<file path="config.mk">
export PLATFORM = sky130hd
export DESIGN_NAME = quiz_round_ctrl_flat
export DESIGN_NICKNAME = d
export VERILOG_FILES = /design/src/rtl/quiz_round_ctrl_if.sv /design/src/rtl/quiz_round_ctrl.sv /design/src/flat_wrapper.sv
export SDC_FILE = /design/constraint.sdc
export NUM_CORES = 1
export LEC_CHECK = 0
export ABC_AREA = 0
export CAP_MARGIN = 20
export CORE_MARGIN = 3
export CORE_UTILIZATION = 40
export CTS_CLUSTER_SIZE = 16
export DETAILED_ROUTE_END_ITERATION = 8
export PLACE_DENSITY = 0.72
export SYNTH_ARGS = -nofsm -noshare
export SYNTH_HDL_FRONTEND = slang
export SYNTH_SLANG_ARGS = --single-unit
</file>
<file path="constraint.sdc">
create_clock -name clk -period 2.04 [get_ports clk]
set_input_delay 0.408 -clock clk [delete_from_list [all_inputs] [get_ports clk]]
set_output_delay 0.408 -clock clk [all_outputs]
set_load 0.03 [all_outputs]
</file>
<file path="src/rtl/quiz_round_ctrl_if.sv">
// Signal bundle between the quiz round controller and its surroundings
// (player inputs, question decoder, score block).
interface quiz_round_ctrl_if;
  logic       start;
  logic       buzz_p1;
  logic       buzz_p2;
  logic [3:0] ans_in;
  logic       ans_submit;
  logic [3:0] bcd_ans;
  logic       win_in;
  logic [3:0] bcd_state;
  logic       tog_score_p1;
  logic       tog_score_p2;
  logic [1:0] owner;
  logic       answer_ok;
  logic       answer_bad;
  logic       game_over;

  // Environment side: drives player/decoder/score inputs, observes results
  modport master (
    output start, buzz_p1, buzz_p2, ans_in, ans_submit, bcd_ans, win_in,
    input  bcd_state, tog_score_p1, tog_score_p2, owner, answer_ok,
           answer_bad, game_over
  );

  // Controller side
  modport slave (
    input  start, buzz_p1, buzz_p2, ans_in, ans_submit, bcd_ans, win_in,
    output bcd_state, tog_score_p1, tog_score_p2, owner, answer_ok,
           answer_bad, game_over
  );
endinterface

</file>
<file path="src/rtl/quiz_round_ctrl.sv">
// Round controller for the two-player buzzer quiz: steps the question index,
// arbitrates buzzers, judges answers and emits one-cycle score pulses.
module quiz_round_ctrl #(
  parameter int unsigned ANSWER_TIMEOUT = 200,
  parameter int unsigned LAST_Q         = 9
) (
  input logic              clk,
  input logic              rst_n,
  quiz_round_ctrl_if.slave bus
);

  localparam int unsigned TIMER_W = 16;
  localparam int unsigned Q_W     = 4;
  localparam logic [1:0]  OWN_NONE = 2'b00;
  localparam logic [1:0]  OWN_P1   = 2'b01;
  localparam logic [1:0]  OWN_P2   = 2'b10;

  typedef enum logic [2:0] {
    S_IDLE,
    S_ASK,
    S_ANSWER,
    S_CHECK,
    S_NEXT,
    S_DONE
  } state_t;

  state_t             state;
  logic               start_q, buzz1_q, buzz2_q, submit_q;
  logic [1:0]         lock;      // bit0 = P1 locked out, bit1 = P2 locked out
  logic               tie_pri;   // 0 = P1 wins next tie, 1 = P2
  logic [TIMER_W-1:0] timer;
  logic [Q_W-1:0]     bcd_state_q;
  logic [1:0]         owner_q;
  logic               tog_p1_q, tog_p2_q, ok_q, bad_q, over_q;

  logic start_ev, buzz1_ev, buzz2_ev, submit_ev;
  logic buzz1_ok, buzz2_ok, ans_match;

  assign start_ev  = bus.start      & ~start_q;
  assign buzz1_ev  = bus.buzz_p1    & ~buzz1_q;
  assign buzz2_ev  = bus.buzz_p2    & ~buzz2_q;
  assign submit_ev = bus.ans_submit & ~submit_q;
  assign buzz1_ok  = buzz1_ev & ~lock[0];
  assign buzz2_ok  = buzz2_ev & ~lock[1];
  assign ans_match = (bus.ans_in == bus.bcd_ans);

  // Previous-sample registers for rising-edge event detection
  always_ff @(posedge clk or negedge rst_n) begin
    if (!rst_n) begin
      start_q  <= 1'b0;
      buzz1_q  <= 1'b0;
      buzz2_q  <= 1'b0;
      submit_q <= 1'b0;
    end else begin
      start_q  <= bus.start;
      buzz1_q  <= bus.buzz_p1;
      buzz2_q  <= bus.buzz_p2;
      submit_q <= bus.ans_submit;
    end
  end

  // Round state machine with registered outputs; pulses default low each cycle
  always_ff @(posedge clk or negedge rst_n) begin
    if (!rst_n) begin
      state       <= S_IDLE;
      lock        <= 2'b00;
      tie_pri     <= 1'b0;
      timer       <= '0;
      bcd_state_q <= '0;
      owner_q     <= OWN_NONE;
      tog_p1_q    <= 1'b0;
      tog_p2_q    <= 1'b0;
      ok_q        <= 1'b0;
      bad_q       <= 1'b0;
      over_q      <= 1'b0;
    end else begin
      tog_p1_q <= 1'b0;
      tog_p2_q <= 1'b0;
      ok_q     <= 1'b0;
      bad_q    <= 1'b0;

      unique case (state)
        S_IDLE: begin
          bcd_state_q <= '0;
          owner_q     <= OWN_NONE;
          lock        <= 2'b00;
          if (start_ev) state <= S_ASK;
        end

        S_ASK: begin
          if (bus.win_in) begin
            state  <= S_DONE;
            over_q <= 1'b1;
          end else if (buzz1_ok || buzz2_ok) begin
            // Tie priority only rotates when it actually decided a tie
            if (buzz1_ok && buzz2_ok) begin
              owner_q <= tie_pri ? OWN_P2 : OWN_P1;
              tie_pri <= ~tie_pri;
            end else begin
              owner_q <= buzz1_ok ? OWN_P1 : OWN_P2;
            end
            timer <= TIMER_W'(ANSWER_TIMEOUT);
            state <= S_ANSWER;
          end
        end

        S_ANSWER: begin
          // Timer value 1 at an edge means it reaches 0 on this edge
          if (submit_ev && ans_match) begin
            ok_q     <= 1'b1;
            tog_p1_q <= owner_q[0];
            tog_p2_q <= owner_q[1];
            timer    <= '0;
            state    <= S_NEXT;
          end else if (submit_ev || (timer <= TIMER_W'(1))) begin
            bad_q   <= 1'b1;
            lock    <= lock | owner_q;
            owner_q <= OWN_NONE;
            timer   <= '0;
            state   <= S_CHECK;
          end else begin
            timer <= timer - TIMER_W'(1);
          end
        end

        S_CHECK: begin
          state <= (&lock) ? S_NEXT : S_ASK;
        end

        S_NEXT: begin
          lock    <= 2'b00;
          owner_q <= OWN_NONE;
          if (bus.win_in || (bcd_state_q == Q_W'(LAST_Q))) begin
            state  <= S_DONE;
            over_q <= 1'b1;
          end else begin
            bcd_state_q <= bcd_state_q + Q_W'(1);
            state       <= S_ASK;
          end
        end

        S_DONE: begin
          if (start_ev) begin
            state       <= S_IDLE;
            over_q      <= 1'b0;
            bcd_state_q <= '0;
            owner_q     <= OWN_NONE;
          end
        end

        default: state <= S_IDLE;
      endcase
    end
  end

  assign bus.bcd_state    = bcd_state_q;
  assign bus.owner        = owner_q;
  assign bus.tog_score_p1 = tog_p1_q;
  assign bus.tog_score_p2 = tog_p2_q;
  assign bus.answer_ok    = ok_q;
  assign bus.answer_bad   = bad_q;
  assign bus.game_over    = over_q;

endmodule

</file>
<file path="src/flat_wrapper.sv">
// flat-port wrapper written by rule: the top's interface ports become plain ports
module quiz_round_ctrl_flat 
#(
  parameter int unsigned ANSWER_TIMEOUT = 200,
  parameter int unsigned LAST_Q         = 9
)
  (clk, rst_n, bus_start, bus_buzz_p1, bus_buzz_p2, bus_ans_in, bus_ans_submit, bus_bcd_ans, bus_win_in, bus_bcd_state, bus_tog_score_p1, bus_tog_score_p2, bus_owner, bus_answer_ok, bus_answer_bad, bus_game_over);
  quiz_round_ctrl_if bus_i ();
  input logic clk;
  input logic rst_n;
  input wire logic [$bits(bus_i.start)-1:0] bus_start;
  input wire logic [$bits(bus_i.buzz_p1)-1:0] bus_buzz_p1;
  input wire logic [$bits(bus_i.buzz_p2)-1:0] bus_buzz_p2;
  input wire logic [$bits(bus_i.ans_in)-1:0] bus_ans_in;
  input wire logic [$bits(bus_i.ans_submit)-1:0] bus_ans_submit;
  input wire logic [$bits(bus_i.bcd_ans)-1:0] bus_bcd_ans;
  input wire logic [$bits(bus_i.win_in)-1:0] bus_win_in;
  output wire logic [$bits(bus_i.bcd_state)-1:0] bus_bcd_state;
  output wire logic [$bits(bus_i.tog_score_p1)-1:0] bus_tog_score_p1;
  output wire logic [$bits(bus_i.tog_score_p2)-1:0] bus_tog_score_p2;
  output wire logic [$bits(bus_i.owner)-1:0] bus_owner;
  output wire logic [$bits(bus_i.answer_ok)-1:0] bus_answer_ok;
  output wire logic [$bits(bus_i.answer_bad)-1:0] bus_answer_bad;
  output wire logic [$bits(bus_i.game_over)-1:0] bus_game_over;
  assign bus_i.start = bus_start;
  assign bus_i.buzz_p1 = bus_buzz_p1;
  assign bus_i.buzz_p2 = bus_buzz_p2;
  assign bus_i.ans_in = bus_ans_in;
  assign bus_i.ans_submit = bus_ans_submit;
  assign bus_i.bcd_ans = bus_bcd_ans;
  assign bus_i.win_in = bus_win_in;
  assign bus_bcd_state = bus_i.bcd_state;
  assign bus_tog_score_p1 = bus_i.tog_score_p1;
  assign bus_tog_score_p2 = bus_i.tog_score_p2;
  assign bus_owner = bus_i.owner;
  assign bus_answer_ok = bus_i.answer_ok;
  assign bus_answer_bad = bus_i.answer_bad;
  assign bus_game_over = bus_i.game_over;
  quiz_round_ctrl #(.ANSWER_TIMEOUT(ANSWER_TIMEOUT), .LAST_Q(LAST_Q)) u_core (.clk(clk), .rst_n(rst_n), .bus(bus_i));
endmodule
</file>
==> reports/qor.yml <==
die:
  num_io_pins: 26
  dieWidth_um: 77.7
  start_util: 0.424
  fp-row-count: 25
  fp.dieH_um: 77.7
  dieArea_um2: 6040
  core_um2: 4850
timing:
  max_freq_ghz: 0.490
  final_min_period_over_clock_period: 1.00
  rsz0062_at_grt: "true"
  fin_setup_tns_ns: -0.000295
  slew_headroom: 0.633
  finalHoldViolations: 0
  min_period_ns: 2.04
  worst_slew_pin_slew_ns: 0.546
  skew_ns: 0.00319
  setup_ws_ns: -0.000295
  final_max_slew_viol_count: 0
  setup_viol: 1
logic_synthesis:
  synth_cell_types: 54
  synth_cells: 217
  avgSynthCellArea_um2: 9.47
  yosysTopAreaCell: "dfrtp_1"
  synth-warning-count: 0
  synthTopCellsByArea: "dfrtp_1 (45%), a21oi_1 (5.6%), nor2_1 (3.1%), a31oi_1 (2.7%), o21ai_0 (2.7%)"
  syn_area_um2: 2060
  synth_top_area_frac: 0.450
  synth_edf_count: 0
  async_flop_share: 1.00
  synth_flop_cell: "dfrtp_1"
  syn_nets: 236
  yosysSeqAreaShare: 0.450
  synth_seq_cells: 37
layout:
  nets: 284
  final_cell_mix: "dfrtp_1 (37), clkdlybuf4s50_1 (24), a21oi_1 (23)"
  layout_commonest_cell: "dfrtp_1"
  area_growth_pct: 31.3
  diodes: 0
  multi_input_area_um2: 1090
  drive_gt1_frac: 0.211
  seq_area_um2: 926
  nFillCells: 438
detailed_routing:
  ant_nets: 0
  highest_layer: "met4"
  routed_via_density: 5.56
  via_count: 1852
  drt-initial-drc-count: 151
  wirelength_mm: 4.85
  drt-pass1-iter-count: 4
  wl_met1_mm: 2.17
  wire_per_inst_um: 14.5
  drc: 0
  wl_met2_mm: 2.42
  wl_met3_um: 167
setup_path:
  cp_data_arrival_time_ns: 2.23
  critPathTopFamily: "simple AND/OR/NAND/NOR gates"
  critPathLaunchType: "flip-flop"
  regToRegStartpoint: "u_core.timer[13]"
  slowest_stage: "or3_1"
  path_cells: "or3_1 > nor4_4 > a211o_1 > buf_6 > nand3_2 > a32o_2"
  worst_path_largest_cell_delay_ns: 0.46
  worstPathBufferInverterCount: 1
  worst-r2r-setup-slack_ns: -0.0003
  critPathLaunch: "u_core.timer[13]"
  required_ns: 2.23
  cp_max_fo: 4
  crit_type: "flip-flop to flip-flop"
  end_kind: "flip-flop"
pwr:
  peakVddDrop_uv: 702
  leakage_nw: 1.17
  powerDensity_nw_per_um2: 1030
clock_network:
  cts_tree: "yes"
  cts_htree_levels: 2
  clkSinkCount: 37
  hold_buffers: 0
  clkLatencyLatePin_ns: 0.29
  root_buffer: "clkbuf_8"
  clk_path_buf_depth: 2
  cts_buffers: 5
  clk_pin_slew_ns: 0.07
placement:
  post-dp-hpwl_mm: 3.34
  place.gp.congestion: 0.837
  post-place-ws_ns: -0.213
  placement.io_buffers: 25
grt:
  grt.total_usage: 0.165
  grt_overflow: 0
  first_global_vias: 1742
  grt_pass1_wl_mm: 7.96
  grt_start_max_net_pins: 38
  antenna_found_initial: 0
status:
  failed_checks: "negative setup slack"
  status: "finished, violations left"
worst_hold_path:
  hold_class: "input port to async pin"
run:
  cap_violations: 0
==> layer usage <==
metal / vias up / track usage
li1: 901 / -
met1: 902 / 0.207
met2: 38 / 0.282
met3: 11 / 0.0383
met4: 0 / 0.0498
met5: - / 0
==> cell usage after synthesis (all sizes together) (2+ instances only) <==
master and instances:
clkbuf 3, a31oi 9, a32o 2, nor3b 4, nor4 6, nand3 7
inv 10, nand2b 8, dfrtp 37, a22o 2, nor2b 2, and3 5
xor2 3, a21oi 24, xnor2 2, o211ai 2, a21o 3, or3 5
nor2 18, nand2 13, o21ai 12, buf 7, ha 4, o22ai 3
o2bb2ai 2, nor3 5
==> state kept, by name (all words and copies together) (netlist names), 2 cells and up <==
signal and count:
u_core.state 3, u_core.timer 16, u_core.bus.owner 2, u_core.bus.bcd_state 4, u_core.lock 2
==> worst paths after layout <==
| check | endpoint | cells after the start |
|---|---|---|
| setup / recovery | u_core.bus.owner[1] | 6 |
| hold / removal | u_core.timer[13] | 2 |
| setup reg to reg | u_core.bus.owner[1] | 6 |
| hold reg to reg | u_core.timer[11] | 1 |
| max in group asynchronous | u_core.bus.bcd_state[3] | 2 |
| min in group clk | u_core.timer[11] | 1 |
==> power breakdown <==
| part | leakage, nW | internal (mW) | switching, mW | total [mW] |
|---|---|---|---|---|
| registers | 0.479 | 0.871 | 0.129 | 1.00 |
| logic | 0.647 | 0.559 | 0.709 | 1.27 |
| clock network | 0.0439 | 0.236 | 0.273 | 0.509 |
==> stage by stage <==
stage	std cells	area (µm²)	util	power (mW)	hold WS [ns]
2_1_floorplan	217	2060	-	1.77	0.112
3_3_place_gp	320	2500	0.517	2.15	0.460
3_5_place_dp	320	2500	0.517	2.19	0.471
4_1_cts	328	2610	0.538	2.72	0.168
5_1_grt	333	2700	0.557	2.96	0.186
6_report	333	2700	0.557	2.78	0.145
==> final cells by class <==
type | instances | area share
clock inverters | 3 | 0.00649
flip-flops and latches | 37 | 0.343
repair buffers | 51 | 0.176
well taps | 67 | 0.0310
multi-input cells | 160 | 0.405
inverters | 10 | 0.0139
clock buffers | 5 | 0.0255
==> cells by family (layout without fill, tap and decap cells) <==
family / after synthesis / count (layout) / share of synthesized area
AND/OR/NAND/NOR: 79 / 79 / 0.228
AO/OA/AOI/OAI: 71 / 71 / 0.229
flip-flops: 37 / 37 / 0.450
buffers and inverters: 20 / 69 / 0.0426
XOR/XNOR: 5 / 5 / 0.0213
adder cells (fa/ha/maj): 4 / 4 / 0.0243
multiplexers: 1 / 1 / 0.00487
==> repair_timing <==
| action | 4_1_cts | 5_1_grt |
|---|---|---|
| pin swaps | 0 | 5 |
| gates resized for setup | 3 | 13 |
| setup endpoints to repair | 11 | 14 |
| buffers inserted | 0 | 4 |
| gates cloned | 0 | 1 |
Power figures use the tool's default switching activity.
